$ cat src/rtl/debug_mem_dumper_if.sv
// Signal bundle between the memory dumper, the data-memory debug read port
// and the UART transmitter; the dumper takes the master side.
interface debug_mem_dumper_if #(
    parameter int NB_DATA   = 32,
    parameter int NB_BYTE   = 8,
    parameter int NUM_DIREC = 7
);
    logic                 i_start;
    logic [NUM_DIREC-1:0] o_debug_read_mem_address;
    logic [NB_DATA-1:0]   i_debug_read_mem;
    logic [NB_BYTE-1:0]   o_tx_data;
    logic                 o_tx_start;
    logic                 i_tx_done;
    logic                 o_busy;
    logic                 o_done;

    modport master (
        input  i_start,
        input  i_debug_read_mem,
        input  i_tx_done,
        output o_debug_read_mem_address,
        output o_tx_data,
        output o_tx_start,
        output o_busy,
        output o_done
    );

    modport slave (
        output i_start,
        output i_debug_read_mem,
        output i_tx_done,
        input  o_debug_read_mem_address,
        input  o_tx_data,
        input  o_tx_start,
        input  o_busy,
        input  o_done
    );
endinterface

$ cat src/rtl/debug_mem_dumper.sv
// Streams the whole data memory out through the UART, one word at a time,
// least-significant byte first, on a single-cycle start request.
module debug_mem_dumper #(
    parameter int NB_DATA   = 32,
    parameter int NB_BYTE   = 8,
    parameter int NUM_SLOTS = 128,
    parameter int NUM_DIREC = $clog2(NUM_SLOTS)
) (
    input logic                i_clock,
    input logic                i_reset,
    debug_mem_dumper_if.master bus
);

    localparam logic [NUM_DIREC-1:0] LAST_ADDR = NUM_DIREC'(NUM_SLOTS - 4);
    localparam logic [NUM_DIREC-1:0] WORD_STEP = NUM_DIREC'(4);

    typedef enum logic [2:0] {
        IDLE,
        ADDR,
        LATCH,
        SEND,
        WAIT_TX,
        FINISH
    } state_t;

    state_t               state;
    logic [NUM_DIREC-1:0] address;
    logic [1:0]           byte_cnt;
    logic [NB_DATA-1:0]   word_reg;
    logic [NB_BYTE-1:0]   tx_data;
    logic                 tx_start;
    logic                 busy;
    logic                 done;

    function automatic logic [NB_BYTE-1:0] byte_of(
        input logic [NB_DATA-1:0] word,
        input logic [1:0]         idx
    );
        return word[int'(idx) * NB_BYTE +: NB_BYTE];
    endfunction

    // Outputs are registered: the byte and strobe for SEND are loaded on the
    // edge that enters SEND, so o_tx_start is high exactly while in SEND.
    always_ff @(posedge i_clock) begin
        if (i_reset) begin
            state    <= IDLE;
            address  <= '0;
            byte_cnt <= '0;
            word_reg <= '0;
            tx_data  <= '0;
            tx_start <= 1'b0;
            busy     <= 1'b0;
            done     <= 1'b0;
        end else begin
            tx_start <= 1'b0;
            done     <= 1'b0;
            case (state)
                IDLE: begin
                    if (bus.i_start) begin
                        address  <= '0;
                        byte_cnt <= '0;
                        busy     <= 1'b1;
                        state    <= ADDR;
                    end
                end
                // Address is held a full cycle so the falling-edge read settles.
                ADDR: begin
                    state <= LATCH;
                end
                LATCH: begin
                    word_reg <= bus.i_debug_read_mem;
                    byte_cnt <= '0;
                    tx_data  <= byte_of(bus.i_debug_read_mem, 2'd0);
                    tx_start <= 1'b1;
                    state    <= SEND;
                end
                SEND: begin
                    state <= WAIT_TX;
                end
                WAIT_TX: begin
                    if (bus.i_tx_done) begin
                        if (byte_cnt < 2'd3) begin
                            byte_cnt <= byte_cnt + 2'd1;
                            tx_data  <= byte_of(word_reg, byte_cnt + 2'd1);
                            tx_start <= 1'b1;
                            state    <= SEND;
                        end else if (address < LAST_ADDR) begin
                            address <= address + WORD_STEP;
                            state   <= ADDR;
                        end else begin
                            done  <= 1'b1;
                            state <= FINISH;
                        end
                    end
                end
                FINISH: begin
                    busy  <= 1'b0;
                    state <= IDLE;
                end
                default: begin
                    busy  <= 1'b0;
                    state <= IDLE;
                end
            endcase
        end
    end

    assign bus.o_debug_read_mem_address = address;
    assign bus.o_tx_data                = tx_data;
    assign bus.o_tx_start               = tx_start;
    assign bus.o_busy                   = busy;
    assign bus.o_done                   = done;

endmodule

$ cat src/flat_wrapper.sv
// flat-port wrapper written by rule: the top's interface ports become plain ports
module debug_mem_dumper_flat 
#(
    parameter int NB_DATA   = 32,
    parameter int NB_BYTE   = 8,
    parameter int NUM_SLOTS = 128,
    parameter int NUM_DIREC = $clog2(NUM_SLOTS)
)
  (i_clock, i_reset, bus_i_start, bus_i_debug_read_mem, bus_i_tx_done, bus_o_debug_read_mem_address, bus_o_tx_data, bus_o_tx_start, bus_o_busy, bus_o_done);
  debug_mem_dumper_if #(.NB_DATA(NB_DATA), .NB_BYTE(NB_BYTE), .NUM_DIREC(NUM_DIREC)) bus_i ();
  input logic i_clock;
  input logic i_reset;
  input wire logic [$bits(bus_i.i_start)-1:0] bus_i_start;
  input wire logic [$bits(bus_i.i_debug_read_mem)-1:0] bus_i_debug_read_mem;
  input wire logic [$bits(bus_i.i_tx_done)-1:0] bus_i_tx_done;
  output wire logic [$bits(bus_i.o_debug_read_mem_address)-1:0] bus_o_debug_read_mem_address;
  output wire logic [$bits(bus_i.o_tx_data)-1:0] bus_o_tx_data;
  output wire logic [$bits(bus_i.o_tx_start)-1:0] bus_o_tx_start;
  output wire logic [$bits(bus_i.o_busy)-1:0] bus_o_busy;
  output wire logic [$bits(bus_i.o_done)-1:0] bus_o_done;
  assign bus_i.i_start = bus_i_start;
  assign bus_i.i_debug_read_mem = bus_i_debug_read_mem;
  assign bus_i.i_tx_done = bus_i_tx_done;
  assign bus_o_debug_read_mem_address = bus_i.o_debug_read_mem_address;
  assign bus_o_tx_data = bus_i.o_tx_data;
  assign bus_o_tx_start = bus_i.o_tx_start;
  assign bus_o_busy = bus_i.o_busy;
  assign bus_o_done = bus_i.o_done;
  debug_mem_dumper #(.NB_DATA(NB_DATA), .NB_BYTE(NB_BYTE), .NUM_SLOTS(NUM_SLOTS), .NUM_DIREC(NUM_DIREC)) u_core (.i_clock(i_clock), .i_reset(i_reset), .bus(bus_i));
endmodule
$ cat config.mk
export PLATFORM = sky130hd
export DESIGN_NAME = debug_mem_dumper_flat
export DESIGN_NICKNAME = d
export VERILOG_FILES = /design/src/rtl/debug_mem_dumper_if.sv /design/src/rtl/debug_mem_dumper.sv /design/src/flat_wrapper.sv
export SDC_FILE = /design/constraint.sdc
export NUM_CORES = 1
export LEC_CHECK = 0
export CORE_MARGIN = 4
export CORE_UTILIZATION = 53
export DETAILED_ROUTE_END_ITERATION = 7
export PLACE_DENSITY = 0.84
export SLEW_MARGIN = 10
export SYNTH_ARGS = -nofsm -noshare
export SYNTH_HDL_FRONTEND = slang
export SYNTH_SLANG_ARGS = --single-unit
$ cat constraint.sdc
create_clock -name i_clock -period 4.55 [get_ports i_clock]
set_input_delay 0.455 -clock i_clock [delete_from_list [all_inputs] [get_ports i_clock]]
set_output_delay 0.455 -clock i_clock [all_outputs]
set_load 0.02 [all_outputs]
==> results.yml <==
outcome:
  status: "finished clean"
place:
  dp_hpwl_um: 3520
  routabilityCongestion: 0.828
  placed_cell_area_um2: 2790
  portBuffers: 51
synthesis:
  ys_warn_count: 0
  synth_area_um2: 2330
  yosys-top-cells-area: "dfxtp_1 (46%), nand2_1 (13%), a21oi_1 (8.4%), mux4_2 (7.7%), a311oi_1 (3.0%)"
  avgSynthCellArea_um2: 8.40
  synth-async-reset-ratio: 0
  synth.most_common_cell: "nand2_1"
  syn_inst: 277
  yosys-top-cells-count: "nand2_1 (82), dfxtp_1 (53), a21oi_1 (39)"
  yosys_most_used_dff: "dfxtp_1"
  synth-seq-area-share: 0.456
  synth.top_cell.area_share: 0.456
  post_synth_num_cell_types: 42
  synth_top_area_cell: "dfxtp_1"
  synth_edf_count: 0
  ys_ff_latch: 53
global_route:
  grt_max_degree: 55
  grt_use_total: 0.191
  grt_pass1_wl_um: 8180
  overflow: 0
  grt_pass1_vias: 1826
  antenna_found_initial: 0
worst_setup_path:
  rrSetupSlack_ns: 2.35
  crit_fanout: 18
  crit_chain: "ha_1 > nand4bb_1 > a21oi_2 > nor2_1 > a311oi_1"
  worstSetupStartpointType: "register"
  max_stage_delay_ns: 0.59
  cp_top_family: "compound AO/OA/AOI/OAI gates"
  r2r-end: "u_core.bus.o_tx_data[2]"
  rr_startpoint: "u_core.byte_cnt[0]"
  worstPathRequired_ns: 4.75
  arrival_ns: 2.40
  r2r_cells: 5
  cp_slowest_cell: "a21oi_2"
  crit_buf_inv: 0
  crit_start: "u_core.byte_cnt[0]"
  critPathKind: "reg -> reg"
  cp.depth: 5
  endpoint: "u_core.bus.o_tx_data[2]"
  critPathCaptureType: "register"
drt:
  vias: 2021
  vias_per_cell: 5.54
  ant_nets: 0
  drc: 0
  drtPass1Iterations: 4
  drtIter0Drc: 235
  wirelength_um: 5070
  routedWlPerCell_um: 13.9
clocking:
  cts.sinks: 53
  cts-root-buf: "clkbuf_8"
  cts_hold_buf: 0
  post_cts_buffers: 0
  clockBufferDepth: 2
  cts_tree: "yes"
  insertion_delay_ns: 0.31
  cts.repair.resized: 0
  h-tree-depth: 2
  cts_buffers: 5
  path_clk_slew_ns: 0.09
die:
  io_pins: 54
  initial_core_util: 0.565
  die_y_um: 74.2
  fp-row-count: 23
  design.core.area_um2: 4120
  dieWidth_um: 74.2
  die_area_um2: 5510
sta:
  slew_viol_final: 0
  rsz0062_at_grt: "no"
  max-slew-margin-rel: 0.356
  fmax_mhz: 455
  hold_viol_final: 0
  setup-violations-final: 0
  whs_ns: 0.456
  finalCriticalPeriod_ns: 2.20
  finalSetupTns_ns: 0
  finClkSkew_ns: 0.00684
  max_slew.worst_pin.slew_ns: 0.967
  period_share: 0.483
job:
  cap_violations: 0
layout:
  fin_area_um2: 2900
  fillerInstances: 347
  largest_reg_flops: 32
  drive_gt1_frac: 0.0730
  synthToLayoutAreaGrowth_pct: 24.5
  fin_nets: 352
  antenna_cells: 0
pwr:
  p_leak_nw: 0.988
  vdd_drop_max_v: 0.000210
  powerDensity_nw_per_um2: 322
  p_total_w: 0.000933
min_path:
  hold_class: "reg -> reg"
[routing by layer]
layer / vias to the layer above / global-route usage / routed length (µm)
met4: 0 / 0.0889 / 91
li1: 1019 / - / -
met3: 8 / 0.0392 / 333
met2: 66 / 0.310 / 2370
met1: 928 / 0.245 / 2270
met5: - / 0 / 0
[stage by stage]
| step | std cells | util | setup slack [ns] |
|---|---|---|---|
| 6_report | 365 | 0.704 | 2.35 |
| 4_1_cts | 365 | 0.704 | 2.33 |
| 3_5_place_dp | 357 | 0.679 | 2.28 |
| 5_1_grt | 365 | 0.704 | 2.11 |
| 3_3_place_gp | 357 | 0.679 | 2.40 |
| 2_1_floorplan | 278 | - | 3.06 |
[cell type report]
class | instances | area, µm² | area share
Clock inverter | 1 | 5.00 | 0.00173
Timing Repair Buffer | 52 | 513 | 0.177
Clock buffer | 7 | 96.3 | 0.0333
Inverter | 2 | 7.51 | 0.00259
Tap cell | 50 | 62.6 | 0.0216
Sequential cell | 53 | 1060 | 0.366
Multi-Input combinational cell | 200 | 1150 | 0.397
[cell usage in the layout, fill, tap and decap left out, drive strengths merged, types with 2 or more instances in the layout]
master / Yosys / layout
nand2: 82 / 82
dfxtp: 53 / 53
clkdlybuf4s50: 0 / 50
a21oi: 40 / 40
nor2: 18 / 18
mux4: 8 / 8
a311oi: 8 / 8
clkbuf: 14 / 7
o21ai: 5 / 5
nand2b: 4 / 4
nor3: 4 / 4
a211oi: 3 / 3
nor2b: 2 / 2
and3: 2 / 2
inv: 2 / 2
mux2i: 2 / 2
nand3b: 2 / 2
ha: 2 / 2
conb: 1 / 2
buf: 9 / 2
[kinds of logic after synthesis]
group,share of synthesized area
other cells,0.00161
flops,0.456
fa+ha+maj,0.0108
compound gates,0.161
buf+inv,0.0522
mux,0.0861
simple gates,0.232
[worst register-to-register path, stage by stage (launching register included)]
cell	delay, ns
dfxtp_1	0.52
ha_1	0.36
nand4bb_1	0.25
a21oi_2	0.60
nor2_1	0.09
a311oi_1	0.29
[power breakdown]
group | total, W | internal, W | leakage (nW) | switching, W
logic | 0.000141 | 0.0000695 | 0.504 | 0.0000715
registers | 0.000505 | 0.000488 | 0.431 | 0.0000166
clock network | 0.000287 | 0.000138 | 0.0542 | 0.000149
total | 0.000933 | 0.000696 | 0.988 | 0.000238
[worst min-delay path by stage]
stage | start | end | slack [ns] | cells after the start
floorplan | u_core.word_reg[24] | u_core.word_reg[24] | 0.43 | 2
global placement | u_core.word_reg[28] | u_core.word_reg[28] | 0.44 | 2
detailed placement | u_core.word_reg[18] | u_core.word_reg[18] | 0.45 | 2
CTS | u_core.word_reg[18] | u_core.word_reg[18] | 0.46 | 2
global route | u_core.word_reg[8] | u_core.word_reg[8] | 0.48 | 2
finish | u_core.word_reg[19] | u_core.word_reg[19] | 0.46 | 2
(Power assumes the default switching activity.)
